[config.mk]
export PLATFORM = sky130hd
export DESIGN_NAME = clock_display_scan
export DESIGN_NICKNAME = d
export VERILOG_FILES = /design/src/rtl/clock_display_scan.sv
export SDC_FILE = /design/constraint.sdc
export NUM_CORES = 1
export LEC_CHECK = 0
export ABC_CLOCK_PERIOD_IN_PS = 8230
export CAP_MARGIN = 10
export CORE_AREA = 5 5 106 108
export DETAILED_ROUTE_END_ITERATION = 16
export DIE_AREA = 0 0 111 113
export GPL_ROUTABILITY_DRIVEN = 0
export HOLD_SLACK_MARGIN = 0.02
export RECOVER_POWER = 100
export SLEW_MARGIN = 10
export SYNTH_ARGS = -nofsm -noshare
export SYNTH_HDL_FRONTEND = slang
export SYNTH_SLANG_ARGS = --single-unit
[constraint.sdc]
create_clock -name clk -period 8.23 [get_ports clk]
set_clock_uncertainty 0.05 [all_clocks]
set_input_delay 1.2345 -clock clk [delete_from_list [all_inputs] [get_ports clk]]
set_output_delay 1.2345 -clock clk [all_outputs]
set_load 0.02 [all_outputs]
[src/rtl/clock_display_scan.sv]
// rtl/clock_display_scan.sv - time-counter display stage: binary-to-BCD conversion and 6-digit seven-segment scan
module clock_display_scan #(
  parameter int SCAN_DIV    = 1000,
  parameter bit BLANK_HTENS = 1'b0
) (
  input  logic       clk,
  input  logic       rst,
  input  logic [5:0] sec,
  input  logic [5:0] min,
  input  logic [4:0] hour,
  input  logic       load,
  output logic       busy,
  output logic       range_err,
  output logic [6:0] seg,
  output logic       dp,
  output logic [5:0] an
);

  localparam int PW = (SCAN_DIV > 1) ? $clog2(SCAN_DIV) : 1;

  typedef enum logic [1:0] {S_IDLE, S_SHIFT, S_COMMIT} state_t;

  state_t        r_state;
  state_t        w_state_next;
  logic [2:0]    r_cnt;
  logic [5:0]    r_bin_s;
  logic [5:0]    r_bin_m;
  logic [5:0]    r_bin_h;
  logic [7:0]    r_bcd_s;
  logic [7:0]    r_bcd_m;
  logic [7:0]    r_bcd_h;
  logic          r_err_pend;
  logic [23:0]   r_disp;
  logic [PW-1:0] r_presc;
  logic [2:0]    r_digit;
  logic [7:0]    w_bcd_s_next;
  logic [7:0]    w_bcd_m_next;
  logic [7:0]    w_bcd_h_next;
  logic [3:0]    w_nib;

  // One double-dabble step on a two-digit BCD accumulator: add-3 correction, then shift in s.
  function automatic logic [7:0] dabble(input logic [7:0] b, input logic s);
    logic [7:0] a;
    a = b;
    if (a[3:0] >= 4'd5) a[3:0] = a[3:0] + 4'd3;
    if (a[7:4] >= 4'd5) a[7:4] = a[7:4] + 4'd3;
    return (a << 1) | {7'b0, s};
  endfunction

  assign w_bcd_s_next = dabble(r_bcd_s, r_bin_s[5]);
  assign w_bcd_m_next = dabble(r_bcd_m, r_bin_m[5]);
  assign w_bcd_h_next = dabble(r_bcd_h, r_bin_h[5]);

  always_ff @(posedge clk or posedge rst) begin
    if (rst) r_state <= S_IDLE;
    else     r_state <= w_state_next;
  end

  always_comb begin
    w_state_next = r_state;
    case (r_state)
      S_IDLE:   if (load) w_state_next = S_SHIFT;
      S_SHIFT:  if (r_cnt == 3'd5) w_state_next = S_COMMIT;
      S_COMMIT: w_state_next = S_IDLE;
      default:  w_state_next = S_IDLE;
    endcase
  end

  assign busy = (r_state != S_IDLE);

  always_ff @(posedge clk or posedge rst) begin
    if (rst) begin
      r_cnt      <= 3'd0;
      r_bin_s    <= 6'd0;
      r_bin_m    <= 6'd0;
      r_bin_h    <= 6'd0;
      r_bcd_s    <= 8'd0;
      r_bcd_m    <= 8'd0;
      r_bcd_h    <= 8'd0;
      r_err_pend <= 1'b0;
      r_disp     <= 24'd0;
      range_err  <= 1'b0;
    end else begin
      case (r_state)
        S_IDLE: begin
          if (load) begin
            r_bin_s    <= sec;
            r_bin_m    <= min;
            r_bin_h    <= {1'b0, hour};
            r_bcd_s    <= 8'd0;
            r_bcd_m    <= 8'd0;
            r_bcd_h    <= 8'd0;
            r_cnt      <= 3'd0;
            r_err_pend <= (sec > 6'd59) || (min > 6'd59) || (hour > 5'd23);
          end
        end
        S_SHIFT: begin
          r_bcd_s <= w_bcd_s_next;
          r_bcd_m <= w_bcd_m_next;
          r_bcd_h <= w_bcd_h_next;
          r_bin_s <= {r_bin_s[4:0], 1'b0};
          r_bin_m <= {r_bin_m[4:0], 1'b0};
          r_bin_h <= {r_bin_h[4:0], 1'b0};
          r_cnt   <= r_cnt + 3'd1;
        end
        S_COMMIT: begin
          r_disp    <= {r_bcd_h, r_bcd_m, r_bcd_s};
          range_err <= r_err_pend;
        end
        default: ;
      endcase
    end
  end

  // Digit scan free-runs regardless of conversion activity.
  always_ff @(posedge clk or posedge rst) begin
    if (rst) begin
      r_presc <= '0;
      r_digit <= 3'd0;
    end else if (r_presc == PW'(SCAN_DIV - 1)) begin
      r_presc <= '0;
      r_digit <= (r_digit == 3'd5) ? 3'd0 : r_digit + 3'd1;
    end else begin
      r_presc <= r_presc + 1'b1;
    end
  end

  always_comb begin
    w_nib = 4'h0;
    case (r_digit)
      3'd0:    w_nib = r_disp[3:0];
      3'd1:    w_nib = r_disp[7:4];
      3'd2:    w_nib = r_disp[11:8];
      3'd3:    w_nib = r_disp[15:12];
      3'd4:    w_nib = r_disp[19:16];
      3'd5:    w_nib = r_disp[23:20];
      default: w_nib = 4'h0;
    endcase
  end

  always_comb begin
    an = ~(6'b000001 << r_digit);
    dp = !((r_digit == 3'd2) || (r_digit == 3'd4));
    case (w_nib)
      4'h0: seg = 7'h40;
      4'h1: seg = 7'h79;
      4'h2: seg = 7'h24;
      4'h3: seg = 7'h30;
      4'h4: seg = 7'h19;
      4'h5: seg = 7'h12;
      4'h6: seg = 7'h02;
      4'h7: seg = 7'h78;
      4'h8: seg = 7'h00;
      4'h9: seg = 7'h10;
      4'hA: seg = 7'h08;
      4'hB: seg = 7'h03;
      4'hC: seg = 7'h46;
      4'hD: seg = 7'h21;
      4'hE: seg = 7'h06;
      default: seg = 7'h0E;
    endcase
    if (BLANK_HTENS && (r_digit == 3'd5) && (w_nib == 4'h0)) seg = 7'h7F;
  end

endmodule

### After elaboration in Yosys (flattened, before gate mapping)

Memory sizes are Yosys's and may differ from the RTL's.
Cells that the tools add are included.

| cells by class | value |
|---|---|
| add/sub/neg operators | 9 |
| $mul | 0 |
| div/mod/pow operators | 0 |
| $lt $le $gt $ge | 9 |
| equality and inequality tests | 11 |
| shifts and indexed selects | 1 |
| mux-type cells | 24 |
| bitwise gates (word level) | 4 |
| reduce and logical (&&, ||, !) cells | 11 |

Operators by type and width:

| cell | number |
|---|---|
| 8-bit one-hot mux with 2 select lines | 3 |
| 6-bit one-hot mux with 2 select lines | 3 |
| 4-bit by 3-bit greater-or-equal comparator with 1-bit output (second input constant) | 6 |
| 8-bit by 1-bit bitwise OR with 8-bit output | 3 |
| 4-bit one-hot mux with 6 select lines | 1 |
| 6-bit 2-to-1 mux | 3 |
| 3-bit 2-to-1 mux | 5 |
| 4-bit by 2-bit adder with 4-bit output (second input constant) | 3 |
| 6-bit greater-than comparator (second input constant) | 2 |
| 4-bit 2-to-1 mux | 3 |
| 10-bit by 1-bit adder with 10-bit output (second input constant) | 1 |
| 10-bit equality test (second input constant) | 1 |
| 10-bit 2-to-1 mux | 1 |
| 3-bit by 2-bit adder with 3-bit output (second input constant) | 3 |
| 3-bit equality test (second input constant) | 3 |
| 8-bit 2-to-1 mux | 1 |
| 3-bit by 1-bit adder with 3-bit output (second input constant) | 2 |
| 3-bit by 2-bit equality test with 1-bit output (second input constant) | 2 |
| 6-bit inverter | 1 |
| 3-bit one-hot mux with 2 select lines | 1 |
| 2-bit AND reduction | 3 |
| 1-bit by 3-bit << shifter with 6-bit output (first input constant) | 1 |
| 5-bit greater-than comparator (second input constant) | 1 |
| 2-bit 2-to-1 mux | 2 |
| 10 further kinds | 14 |

| storage, ports and cells | value |
|---|---|
| register bits | 86 |
| bits in latches | 0 |
| bits in writable memories | 0 |
| bits in read-only memories | 112 |
| input port bits | 20 |
| output and inout bits | 16 |
| logic and storage cells | 83 |
| memories | 1 |

Memory list:

| name | depth | width | rd ports | clocked after Yosys merged registers in | wr ports | RTL line | text |
|---|---|---|---|---|---|---|---|
| (no name shown) | 16 | 7 | 1 | 0 | 0 | 144 | `case (w_nib)` |

### Longest topological paths before layout

Gate-level depths: netlist (run 1).

| logic depth | value |
|---|---|
| word-level depth | 4 |
| mapped depth | 11 |
| depth with buffers taken out | 9 |

### Least setup slack after synthesis (run 1)

OpenSTA, ideal clock, no wires.

| path | value |
|---|---|
| path type | register to output |
| start point | register r_digit[0] |
| end point | output port seg[5] |
| arrival time | 2.452 ns |
| required time | 6.945 ns |
| path slack | 4.493 ns |
| stages on the path, launching flop included | 12 |
| buffers on the path | 2 |
| cell sequence | dfrtp_1 buf_4 buf_2 and2_1 ha_1 nand2_1 o21ai_1 nor3_1 ha_1 a21boi_0 a21oi_1 o22ai_1 |

| between the ends | value |
|---|---|
| cells in the longest elaborated chain, start to end | 3 |
| elaborated cells between the ends (all ways) | 8 |
| classes of those cells | eq/ne: 5; mux: 1; reduce/logical: 1; memory: 1 |

Ends and longest elaborated chain:

| element | RTL line | text |
|---|---|---|
| start, declared | 35 | `logic [2:0] r_digit;` |
| start signal, assigned | 122 | `r_digit <= (r_digit == 3'd5) ? 3'd0 : r_digit + 3'd1;` |
| 3-bit equality test, or another cell as far along | 130 | `case (r_digit)` |
| 4-bit one-hot mux with 6 select lines (*) | 130 |  |
| memory read 16 x 7 bit (*) | - |  |
| end, declared | 14 | `output logic [6:0] seg,` |

Mark *: on every way between the ends. The rest lies on a longest branch, timed or not.

### Worst setup path after layout (run 1)

| path | value |
|---|---|
| start point | register r_digit[0] |
| end point | output port seg[4] |

The elaborated chain is that of the path after synthesis.

==> impl_metrics.ini, run 1 <==
[clocking]
clk_latency_ps = 350
cts_inserted_buffers = 9
clock_sinks = 86
cts_resized = 0
cts_hold_buf = 0
clock-root-buffer = clkbuf_8
clock_path_buffers = 2
post_cts_buffers = 0
htreeDepth = 3
clk_pin_slew_ps = 90
cts_tree = built

[worst_setup_path]
worstPathRequired_ps = 6950
reg2reg_depth = 4
critPathKind = reg -> out
endpoint_kind = output port
cp.arrival_ps = 3750
r2r_start = r_state[1]
rrSetupSlack_ps = 4270
r2r-end = r_bin_h[1]
start_kind = flip-flop
crit_path_max_fanout = 16

[floorplan]
die_area_mm2 = 0.01254
die_y_um = 113
start_util_pct = 44.07
ios = 36
row_count = 37
dieWidth_um = 111
core_mm2 = 0.01014

[drt]
first_pass_iters = 4
drc_errors = 0
num_vias = 3187
ant_nets = 0
wl_per_cell_um = 13.73
via_per_inst = 5.233
drt_iter0_markers = 127
wl_um = 8363

[layout]
fin_area_mm2 = 0.005077
final_common_cell = dfrtp_1
antennaDiodeCount = 0
mostFrequentLayoutCells = dfrtp_1 (86), nand2_1 (63), o21ai_0 (36), mux2i_1 (24)
final_layout_size_suffix_gt1_share_pct = 8.034
syn2layout_area_growth_pct = 13.64
final_nets = 510

[grt]
grt_pass1_vias = 3056
grt_util_all_layers_pct = 14.05
grt_pass1_wl_um = 14630
grt_overflow = 0
grt_max_degree = 87
antenna_found_initial = 0

[sta]
slew_viol_final = 128
max_freq_ghz = 0.1986
post-route-period-util_pct = 61.19
worst_pin_slew_ps = 3376
relSlewSlack_pct = -125.9
rsz0062_at_grt = false
tns_ps = 0
setup_viol = 0
post-route-min-period_ps = 5036
hold_slack_ps = 417.9
finalHoldViolCount = 0

[placement]
postPlaceCellArea_mm2 = 0.004891
hpwl_um = 5685
io_buffers = 35

[power]
leakage_nw = 2.209
ir_drop_v = 0.0001574
power.density_mw_per_mm2 = 330.4

[status]
violations = capacitance limit, slew limit
outcome = complete, but fails checks

[logic_synthesis]
synth_area_leader_cell = dfrtp_1
synth.area.top_cells = dfrtp_1 (48%), ha_1 (6.2%), mux2i_1 (5.4%), nand2_1 (5.3%), o21ai_0 (3.6%)
synth_nets = 485
syn_inst = 443
synth_top_area_share_pct = 48.17
async_reset_ff_share_pct = 100.0
syn-cell-area_mm2 = 0.004468
synth_warnings = 0
synth_cell_type_count = 50
synth-main-ff-cell = dfrtp_1
ys_seq_area_share_pct = 48.17
synth_seq_cells = 86
avgSynthCellArea_um2 = 10.09
synth_edf_count = 0

[flow_run]
maxCapViolCount = 3

[min_path]
hp-class = reg -> reg
hold_depth = 1
hp-start = r_presc[0]
whs_endpoint = r_presc[0]
==> sequential cells by signal, indices dropped and copies added (netlist names) <==
register	flops
r_disp	24
r_digit	3
range_err	1
r_bin_h	6
r_cnt	3
r_bcd_m	8
r_state	2
r_bcd_s	8
r_err_pend	1
r_bin_s	6
r_bcd_h	8
r_presc	10
r_bin_m	6
==> cells by family (layout without fill, tap and decap cells) <==
logic type      Yosys count  after routing  synth area share (%)
simple gates            125            125                 13.22
compound gates          105            105                 15.23
flops                    86             86                 48.17
buf+inv                  50             80                 5.040
mux                      37             37                 8.653
fa+ha+maj                22             22                 6.161
xor+xnor                 18             18                 3.528
==> metrics by stage <==
| step | worst slack [ps] | cells | power (mW) | util (%) |
|---|---|---|---|---|
| 3_3_place_gp | 3990 | 593 | 1.376 | 48.24 |
| 3_5_place_dp | 3813 | 593 | 1.398 | 48.24 |
| 4_1_cts | 3424 | 609 | 1.708 | 50.30 |
| 6_report | 3194 | 609 | 1.677 | 50.08 |
| 5_1_grt | 2875 | 609 | 1.820 | 50.08 |
| 2_1_floorplan | 4493 | 443 | 1.207 | - |
==> cells in the mapped netlist, types with 2 or more instances <==
cell type / instances
buf_2: 3
or2_2: 2
buf_6: 3
ha_1: 22
clkbuf_1: 13
nand4_1: 3
o22ai_1: 17
a22o_1: 2
a32o_1: 6
buf_1: 3
nor2b_1: 3
o21ai_1: 5
mux2_2: 13
buf_4: 3
a21o_1: 2
mux2i_1: 24
xnor2_1: 10
dfrtp_1: 86
o32ai_1: 4
nand3_1: 6
xor2_1: 8
inv_1: 24
o21ai_0: 32
nor2_1: 22
o31ai_1: 10
nand2b_1: 9
a221oi_2: 3
nand3b_1: 3
nand2_1: 63
and2_1: 2
a21oi_1: 18
==> routing by layer <==
layer | track usage, % | vias up | wire length [um] | part of all wire, %
li1 | - | 1599 | - | -
met1 | 19.14 | 1532 | 4163 | 50
met2 | 22.37 | 47 | 3779 | 45
met3 | 3.583 | 9 | 313 | 3.7
met4 | 3.941 | 0 | 105 | 1.3
met5 | 0 | - | 0 | 0
==> worst max path at each step <==
stage | start | endpoint | slack (ps) | cells after the start
3_3_place_gp | r_digit[0] | seg[0] | 3990 | 10
5_1_grt | r_digit[0] | seg[4] | 2870 | 9
2_1_floorplan | r_digit[0] | seg[5] | 4490 | 11
3_5_place_dp | r_digit[0] | seg[4] | 3810 | 10
4_1_cts | r_digit[0] | seg[4] | 3420 | 10
6_report | r_digit[0] | seg[4] | 3190 | 9
==> critical path: stages (launching register included) <==
cell and delay, ps:
dfrtp_1 570, and2_1 260, ha_1 250, a221oi_1 760
inv_2 140, ha_1 290, a21boi_0 160, a21o_1 180
a22o_1 160, dlygate4sd3_1 640
==> power by group <==
part	internal, mW	total [mW]	switching (mW)	leakage, nW
Combinational	0.309	0.703	0.394	0.984
Clock	0.158	0.308	0.150	0.0992
Sequential	0.566	0.667	0.101	1.13
==> cell type report <==
| type | count | area (um2) |
|---|---|---|
| sequential | 86 | 2152 |
| tap | 136 | 170.2 |
| fill | 958 | 5061 |
| clock buffer | 12 | 155.1 |
| clock inverter | 4 | 53.80 |
| multi-input combinational | 307 | 2074 |
| inverter | 25 | 95.09 |
| timing repair buffer | 39 | 376.6 |
Note: power is estimated with default switching activity, not from simulation.
==> inputs of run 2 (changes only) <==
Settings changed: ABC_CLOCK_PERIOD_IN_PS 8230 to 5300.
Clock period 8.23 ns to 5.3 ns, I/O delays scaled along.
==> run 2 against run 1 <==
Effect of this change:
- total power increased by 54%
- sequential cell count unchanged
- via count increased by 0.38%
- critical path type unchanged
- the run still ends with capacitance limit, slew limit left
==> impl_metrics.ini, run 2 (same netlist as run 1, synthesis figures left out) <==
[layout]
mostFrequentLayoutCells = dfrtp_1 (86), nand2_1 (63), o21ai_0 (35), mux2i_1 (24)
regMostFlops = r_disp
syn2layout_area_growth_pct = 13.36
antennaDiodeCount = 0
reg.largest.list = r_disp: 24 flops, r_presc: 10 flops
final_layout_size_suffix_gt1_share_pct = 8.034
final_nets = 510
final_common_cell = dfrtp_1
largest_register_ffs = 24

[worst_setup_path]
crit_path_max_fanout = 16
worstPathRequired_ps = 4450
crit_path_frequent_cell = ha_1
cpMaxStageDelayCell = dlygate4sd3_1
critPathKind = reg -> out
endpoint_kind = output port
start_kind = flip-flop
cpPeakStageDelay_ps = 650
crit_chain = and2_1 > ha_1 > nand2_1 > o21ai_1 > nor3_1 > inv_1 > ha_1 > and3b_1 > a221o_1 > dlygate4sd3_1
cp.arrival_ps = 3590

[clocking]
htreeDepth = 3
cts_tree = built
post_cts_buffers = 0
cts_resized = 0
cts_hold_buf = 0
clk_latency_ps = 350
cts_inserted_buffers = 9
clock_path_buffers = 2
clock-root-buffer = clkbuf_8
clock_sinks = 86
clk_pin_slew_ps = 100

[grt]
grt_pass1_vias = 3049
grt_max_degree = 50
antenna_found_initial = 0
grt_overflow = 0
grt_util_all_layers_pct = 14.04
grt_pass1_wl_um = 14740

[min_path]
hp-class = reg -> reg

[drt]
ant_nets = 0
wl_per_cell_um = 13.64
num_vias = 3199
wl_um = 8309
drt_iter0_markers = 151
via_per_inst = 5.253
first_pass_iters = 6
drc_errors = 0

[flow_run]
maxCapViolCount = 5

[placement]
hpwl_um = 5822
io_buffers = 35

[sta]
finalHoldViolCount = 0
tns_ps = 0
worst_pin_slew_ps = 3294
post-route-min-period_ps = 4434
rsz0062_at_grt = false
slew_viol_final = 217
relSlewSlack_pct = -120.4
post-route-period-util_pct = 83.67
setup_viol = 0
max_freq_ghz = 0.2255

[floorplan]
core_mm2 = 0.01014
dieWidth_um = 111
start_util_pct = 44.07
die_y_um = 113
row_count = 37
die_area_mm2 = 0.01254
ios = 36

[power]
p_seq_share_pct = 40.2
ir_drop_v = 0.0002111
leakage_nw = 2.212
swShare_pct = 38.86
power.density_mw_per_mm2 = 509.6
power.switching_mw = 1.003
pwr-share-clk_pct = 17.7
internal-power_mw = 1.578
power.total_mw = 2.581
p_comb_share_pct = 42.1

[status]
violations = capacitance limit, slew limit
outcome = complete, but fails checks
[run 2: metal layers]
metal | vias to the layer above | share of wire, % | track usage (%)
li1 | 1591 | - | -
met1 | 1545 | 50 | 19.42
met2 | 53 | 45 | 21.89
met3 | 10 | 3.8 | 2.888
met4 | 0 | 1.3 | 5.172
met5 | - | 0 | 0
[run 2: metrics by stage]
stage	hold WS (ps)	std cells	util, %	setup slack (ps)	area [um2]
2_1_floorplan	382.9	443	-	2003	4468
3_3_place_gp	397.3	593	48.24	1481	4891
3_5_place_dp	406.0	593	48.24	1339	4891
4_1_cts	419.7	609	50.19	935.7	5089
5_1_grt	437.6	609	49.96	378.2	5065
6_report	413.4	609	49.96	865.5	5065
[run 2: worst max-delay path, delay by kind of cell (launching register included)]
| family | cells | cell delay [ps] |
|---|---|---|
| compound gates | 2 | 310 |
| fa+ha+maj | 2 | 520 |
| buf+inv | 2 | 850 |
| flops | 1 | 570 |
| simple gates | 4 | 1000 |
[run 2: area by class of cell]
type / instances / area (um2)
clock buffers: 10 / 127.6
clock inverters: 6 / 70.07
fillers: 954 / 5074
inverters: 25 / 95.09
multi-input cells: 307 / 2081
flip-flops and latches: 86 / 2152
well taps: 136 / 170.2
repair buffers: 39 / 369.1
[run 2: path summary, 6_finish.rpt]
kind,from,end,slack (ps),cells after the start
setup / recovery,r_digit[0],seg[0],870,10
hold / removal,r_presc[0],r_presc[0],410,1
setup reg to reg,r_state[1],r_bin_m[0],1460,3
hold reg to reg,r_presc[0],r_presc[0],410,1
max in group asynchronous,rst,r_bcd_h[4],1210,3
min in group asynchronous,rst,r_bcd_s[5],1400,2
[run 2: power groups by stage]
stage	combinational, mW	clock, mW	sequential, mW
CTS	1.12	0.473	1.04
finish	1.09	0.458	1.04
global placement	1.09	0	1.05
floorplan	0.872	0	1.00
global route	1.24	0.503	1.07
detailed placement	1.12	0	1.05
